<file path="config.mk">
export PLATFORM = sky130hd
export DESIGN_NAME = mem_arbiter
export DESIGN_NICKNAME = d
export VERILOG_FILES = /design/src/rtl/mem_arbiter.sv
export SDC_FILE = /design/constraint.sdc
export NUM_CORES = 1
export LEC_CHECK = 0
export ABC_CLOCK_PERIOD_IN_PS = 2000
export BUFFER_PORTS_ARGS = -buffer_cell sky130_fd_sc_hd__buf_2
export CORE_MARGIN = 1.5
export CORE_UTILIZATION = 48
export CTS_BUF_LIST = sky130_fd_sc_hd__clkbuf_4 sky130_fd_sc_hd__clkbuf_8
export DETAILED_ROUTE_END_ITERATION = 7
export PLACE_DENSITY = 0.82
export SKIP_CTS_REPAIR_TIMING = 1
export SLEW_MARGIN = 40
export SYNTH_ARGS = -nofsm -noshare
export SYNTH_HDL_FRONTEND = slang
export SYNTH_SLANG_ARGS = --single-unit
</file>
<file path="constraint.sdc">
create_clock -name CLK -period 2 [get_ports CLK]
set_input_delay 0.1 -clock CLK [delete_from_list [all_inputs] [get_ports CLK]]
set_output_delay 0.1 -clock CLK [all_outputs]
set_load 0.01 [all_outputs]
</file>
<file path="src/rtl/mem_arbiter.sv">
// Single-port RAM arbiter for instruction fetch and MEM-stage data accesses.
// Data wins by default; a fetch starvation guard and a sticky RAM-timeout error are included.
module mem_arbiter #(
  parameter int TIMEOUT    = 64,
  parameter int STARVE_MAX = 4
) (
  input  logic        CLK,
  input  logic        RST,
  input  logic        iREN,
  input  logic [31:0] iaddr,
  output logic [31:0] iload,
  output logic        ihit,
  input  logic        dREN,
  input  logic        dWEN,
  input  logic [31:0] daddr,
  input  logic [31:0] dstore,
  output logic [31:0] dload,
  output logic        dhit,
  output logic        ram_ren,
  output logic        ram_wen,
  output logic [31:0] ram_addr,
  output logic [31:0] ram_store,
  input  logic [31:0] ram_load,
  input  logic        ram_ready,
  output logic        ram_err
);

  localparam int WD_W = $clog2(TIMEOUT + 1);
  localparam int SC_W = $clog2(STARVE_MAX + 1);

  typedef enum logic [2:0] {IDLE, DSERVE, ISERVE, RESP, ERROR} state_t;

  state_t          state;
  logic [WD_W-1:0] wd;
  logic [SC_W-1:0] starve_cnt;
  logic            wr_q;

  logic dreq, starved;
  assign dreq    = dREN | dWEN;
  assign starved = (starve_cnt == SC_W'(STARVE_MAX)) && iREN;

  always_ff @(posedge CLK) begin
    if (RST) begin
      state      <= IDLE;
      wd         <= '0;
      starve_cnt <= '0;
      wr_q       <= 1'b0;
      iload      <= '0;
      dload      <= '0;
      ihit       <= 1'b0;
      dhit       <= 1'b0;
      ram_ren    <= 1'b0;
      ram_wen    <= 1'b0;
      ram_addr   <= '0;
      ram_store  <= '0;
      ram_err    <= 1'b0;
    end else begin
      ihit <= 1'b0;
      dhit <= 1'b0;
      case (state)
        IDLE: begin
          if (dreq && !starved) begin
            state     <= DSERVE;
            wd        <= '0;
            wr_q      <= dWEN;
            ram_wen   <= dWEN;
            ram_ren   <= ~dWEN;
            ram_addr  <= daddr;
            ram_store <= dstore;
            if (iREN && starve_cnt != SC_W'(STARVE_MAX))
              starve_cnt <= starve_cnt + 1'b1;
          end else if (iREN) begin
            state      <= ISERVE;
            wd         <= '0;
            wr_q       <= 1'b0;
            ram_ren    <= 1'b1;
            ram_wen    <= 1'b0;
            ram_addr   <= iaddr;
            starve_cnt <= '0;
          end
        end
        DSERVE, ISERVE: begin
          if (ram_ready) begin
            state   <= RESP;
            ram_ren <= 1'b0;
            ram_wen <= 1'b0;
            if (state == ISERVE) begin
              iload <= ram_load;
              ihit  <= 1'b1;
            end else begin
              dhit <= 1'b1;
              if (!wr_q) dload <= ram_load;
            end
          end else if (wd == WD_W'(TIMEOUT - 1)) begin
            // Last allowed wait cycle ended without ready: give up for good.
            state   <= ERROR;
            ram_ren <= 1'b0;
            ram_wen <= 1'b0;
            ram_err <= 1'b1;
          end else begin
            wd <= wd + 1'b1;
          end
        end
        // Requester still shows the just-served request here, so no grant.
        RESP:    state <= IDLE;
        ERROR:   state <= ERROR;
        default: state <= IDLE;
      endcase
    end
  end

endmodule

</file>
Word level (Yosys, flattened, before mapping)
Index checks and enable logic that the tools add are counted.
{"block": "word_totals", "register_bits": 147, "input_bits": 134, "out_inout_bits": 133, "word_cells": 75}
{"block": "op_classes", "addsub": 2, "n_eq_ne": 11, "n_mux": 25, "bitwise_logic": 6, "reduce_logical": 18}
{"op": "$mux W32", "n": 2}
{"op": "$mux W7", "n": 4}
{"op": "$mux W3", "n": 7}
{"op": "$pmux W7 S2", "n": 1}
{"op": "$reduce_and A3 Y1", "n": 4}
{"op": "$ne A3 B3 Y1 const B", "n": 3}
{"op": "$pmux W3 S3", "n": 1}
{"op": "$mux W1", "n": 8}
{"op": "$reduce_and A4 Y1", "n": 2}
{"op": "$add A7 B1 Y7 const B", "n": 1}
{"op": "$eq A7 B6 Y1 const B", "n": 1}
{"op": "$eq A3 B3 Y1 const B", "n": 2}
{"op": "$reduce_and A2 Y1", "n": 3}
{"op": "$not A1 Y1", "n": 5}
{"op": "$ne A2 B2 Y1 const B", "n": 2}
{"op": "$pmux W1 S2", "n": 2}
{"op": "$reduce_bool A2 Y1", "n": 2}
{"op": "$add A3 B1 Y3 const B", "n": 1}
{"op": "$eq A3 B1 Y1 const B", "n": 1}
{"op": "$eq A3 B2 Y1 const B", "n": 1}
{"op": "$logic_and A1 B1 Y1", "n": 3}
{"op": "$logic_not A3 Y1", "n": 1}
{"op": "$reduce_or A3 Y1", "n": 1}
{"op": "$ne A2 B1 Y1 const B", "n": 1}
{"op": "other kinds (3)", "n": 3}

Logic depth before layout (Yosys ltp)
{"block": "depth", "word_depth": 6, "mapped_depth": 8}

Worst setup path after synthesis
Ideal clock, no wire load.
{"block": "synth_timing", "path_type": "register to register", "start": "reg starve_cnt[0]", "end": "reg ram_addr[14]", "arrival_ns": 1.531, "required_ns": 1.858, "path_slack_ns": 0.328, "path_stages_with_launch": 8, "path_buffers": 1, "path_cell_list": "dfxtp_1 -> inv_1 -> ha_1 -> and3_1 -> nor2_4 -> buf_2 -> mux2i_1 -> a211oi_2"}
{"block": "synth_between", "elab_chain_len": 6, "elab_cells_between_ends": 7, "classes_between": "eq/ne: 1; mux: 1; reduce/logical: 5"}
{"item": "start, declared", "line": "35", "rtl": "logic [SC_W-1:0] starve_cnt;"}
{"item": "start signal, assigned", "line": "71", "rtl": "starve_cnt <= starve_cnt + 1'b1;"}
{"item": "$eq A3 B3 Y1 *", "line": "40", "rtl": "assign starved = (starve_cnt == SC_W'(STARVE_MAX)) && iREN;"}
{"item": "$logic_and A1 B1 Y1 *", "line": "40"}
{"item": "$logic_not A1 Y1 *", "line": "62", "rtl": "if (dreq && !starved) begin"}
{"item": "$logic_and A1 B1 Y1 *", "line": "62"}
{"item": "$reduce_bool A2 Y1 (no line)"}
{"item": "$reduce_and A2 Y1 (no line)"}
{"item": "end signal, assigned", "line": "68", "rtl": "ram_addr <= daddr;"}
{"item": "end signal, assigned", "line": "78", "rtl": "ram_addr <= iaddr;"}
{"item": "end, declared", "line": "21", "rtl": "output logic [31:0] ram_addr,"}
Mark *: on every way between the ends. The rest lies on a longest branch, timed or not.
A chain may end at the register's enable or synchronous reset.

Worst setup path in the final report
{"block": "layout_timing", "start": "reg state[1]", "end": "reg dload[10]"}
{"block": "layout_between", "elab_chain_len": 3, "elab_cells_between_ends": 5, "classes_between": "eq/ne: 2; bitwise: 1; reduce/logical: 2"}
{"item": "start, declared", "line": "33", "rtl": "state_t state;"}
{"item": "start signal, assigned", "line": "44", "rtl": "state <= IDLE;"}
{"item": "start signal, assigned", "line": "63", "rtl": "state <= DSERVE;"}
{"item": "start signal, assigned", "line": "73", "rtl": "state <= ISERVE;"}
{"item": "$eq A3 B2 Y1 / $eq A3 B1 Y1 (equally long branches)", "line": "60, 87"}
{"item": "$reduce_or A2 Y1 / $not A1 Y1 (equally long branches)"}
{"item": "$reduce_and A4 Y1 (no line) *"}
{"item": "end signal, assigned", "line": "92", "rtl": "if (!wr_q) dload <= ram_load;"}
{"item": "end, declared", "line": "17", "rtl": "output logic [31:0] dload,"}
Marked as above.

==> summary.md <==
| Metric | Value |
|---|---|
| Clock Tree Buf Depth | `2` |
| Seq/Total Area, Yosys | `51.2%` |
| Commonest non-fill, non-tap cells in the layout | `buf_2 (265), nand2_1 (200), dfxtp_1 (147)` |
| CP Launch Type | `flip-flop` |
| Average size of a mapped cell | `8.44 µm²` |
| Slew @ Worst Pin | `609 ps` |
| Pre-CTS setup slack | `270 ps` |
| Initial Util | `49.7%` |
| Ys async rst share | `0%` |
| WP data arrival | `2130 ps` |
| Worst setup EP type | `flip-flop` |
| Gr ovfl total | `0` |
| Number of max-cap violations | `0` |
| Mux cell area share after synthesis | `5.74%` |
| Hpwl dp | `10.7 mm` |
| DRT iter0 DRCs | `500` |
| Initial antenna violation count | `1` |
| Gpl congestion | `0.827` |
| Final worst path period share | `88.7%` |
| NumNets Final | `1136` |
| Yosys reg bits | `147` |
| Core area | `11600 µm²` |
| Top delay family on crit path | `simple AND/OR/NAND/NOR gates` |
| Mapped Area | `5750 µm²` |
| Port buffer count | `about 270` |
| Overall Global Routing Usage | `23.4%` |
| Via density | `5.16` |
| Peak supply drop | `roughly 0.00079 V` |
| Mapped Cells | `681` |
| First-pass GRT wire length | `23.8 mm` |
| Final setup margin | `226 ps` |
| Min-delay worst type | `input pin to flip-flop` |
| Shortest period the worst path allows | `roughly 1800 ps` |
| Final hold vios | `0` |
| Crit Path Category | `flip-flop to flip-flop` |
| Synth Net Count | `818` |
| Required @ worst endpoint | `2360 ps` |
| Die W | `112 µm` |
| Most common cell after layout, fill and taps aside | `buf_2` |
| Layout cell share with drive strength beyond 1 | `32.7%` |
| CTS tree | `done` |
| Post-Synth XOR/XNOR Area | `0.283%` |
| Post-route total power | `9.51 mW` |
| Crit path max fanout | `32` |
| Synth Area in Compound Gates | `16.8%` |
| CTS root buf | `clkbuf_8` |
| Final ANT Viol Nets | `0` |
| Pwr/cell area | `1150 nW/µm²` |
| Vias in the first global route | `5060` |
| Clock transition at the registers of the reported paths | `80 ps` |
| Area Growth Syn to Fin | `43.6%` |
| Status | `finished, violations left` |
| Post-synth EDFFs | `0` |
| Achievable Freq | `0.564 GHz` |
| Most used DFF post-synth | `dfxtp_1` |
| CP Buf/Inv Count | `0` |
| Wirelength, routed | `17.3 mm` |
| Adder-Cell Fraction of Synth Area | `0.653%` |
| RSZ-0062 raised after global routing | `false` |
| Library cells used by synthesis | `43` |
| Slew headroom | `around three fifths` |
| Core Rows | `39` |
| Final setup skew | `14.0 ps` |
| Vias after detailed routing | `5955` |
| Yosys Warn Count | `0` |
| CP max stage delay | `570 ps` |
| Largest family of logic cells by synthesized area | `simple AND/OR/NAND/NOR gates` |
| DRC errors left | `16` |
| Area after DPL | `approximately 7100 µm²` |
| Clk sinks | `147` |
| Total negative slack | `0 ps` |
| Total CTS buffers | `17` |
| Failing checks | `design-rule violations` |
| Critical Path, Cell by Cell | `nand4bb_1, or2_2, nand2_1, a21oi_1` |
| Ports | `267` |
| Worst skew pair latency | `440 ps` |
| Vert. Die Dim | `between 100 and 150 µm` |
| ANT cells | `0` |
| Slowest library cell on the worst path | `dfxtp_1` |
| Die ar. | `12600 µm²` |
| R2R Setup Slk | `about 230 ps` |
| First-pass iteration count of the detailed router | `8` |
| H-tree depth | `4` |
| Final instance area | `8260 µm²` |
| Leakage | `3.89 nW` |
| Final setup viols | `0` |
| Fin. max-slew vios | `0` |
| Wire per inst | `15.0 µm` |
| Simple-gate share of the synthesized area | `20.3%` |
| Largest net degree at the start of global routing | `66` |
==> layer usage <==
metal	track usage [%]	wire [µm]	vias to the layer above
li1	-	-	2933
met1	27.7	6640	2721
met2	39.5	8930	240
met3	6.64	1070	59
met4	10.5	643	2
met5	0	12	-
==> state kept, by name (all words and copies together) (netlist names), 3 cells and up <==
| signal | count |
|---|---|
| wd | 7 |
| ram_store | 32 |
| ram_addr | 32 |
| starve_cnt | 3 |
| iload | 32 |
| dload | 32 |
| state | 3 |
==> power by group <==
group          internal (mW)  switching (mW)  leakage (nW)
clock network           1.23            1.12         0.198
logic                   1.29            1.96          2.49
registers               3.55           0.360          1.20
total                   6.07            3.44          3.89
==> cells in the mapped netlist (4+ instances only) <==
cell | number | area, µm²
mux2i_1 | 33 | 330
nor2_1 | 43 | 161
a211oi_2 | 8 | 100
or2_2 | 5 | 31.3
buf_2 | 19 | 95.1
a211oi_1 | 24 | 180
clkbuf_1 | 25 | 93.8
buf_6 | 5 | 56.3
o21ai_0 | 4 | 20.0
inv_1 | 7 | 26.3
a31oi_1 | 6 | 37.5
nand2_1 | 200 | 751
dfxtp_1 | 147 | 2940
and3_1 | 5 | 31.3
a21oi_1 | 105 | 526
nand3_1 | 7 | 35.0
==> cell type report <==
type,instances,area [µm²]
fillers,880,3310
well taps,143,179
multi-input cells,475,2520
repair buffers,351,2180
flip-flops and latches,147,2940
clock inverters,11,126
clock buffers,21,283
inverters,7,26.3
==> metrics by stage <==
step	cells	utilization, %	hold WS [ps]
final	1155	71.4	6.97
after global routing	1155	71.4	1.01
after CTS	1081	65.0	-131
after detailed placement	1049	61.5	346
after global placement	1049	61.5	340
after floorplan	681	-	236
==> kinds of logic (layout without fill, tap and decap cells) <==
group	after synthesis	count (layout)
AND/OR/NAND/NOR	279	279
AO/OA/AOI/OAI	159	159
flip-flops	147	147
buffers and inverters	59	390
multiplexers	33	33
adder cells (fa/ha/maj)	3	3
XOR/XNOR	1	1
==> worst paths after layout <==
kind,from,endpoint,depth (start not counted)
worst max register to register,state[1],dload[10],4
worst max-delay path,state[1],dload[10],4
worst min register to register,dload[12],dload[12],2
worst min-delay path,iaddr[6],ram_addr[6],3
==> worst min-delay path, cell delays in order <==
cell	delay, ps
buf_2	100
mux2i_1	110
a211oi_1	90
Power figures use the tool's default switching activity.
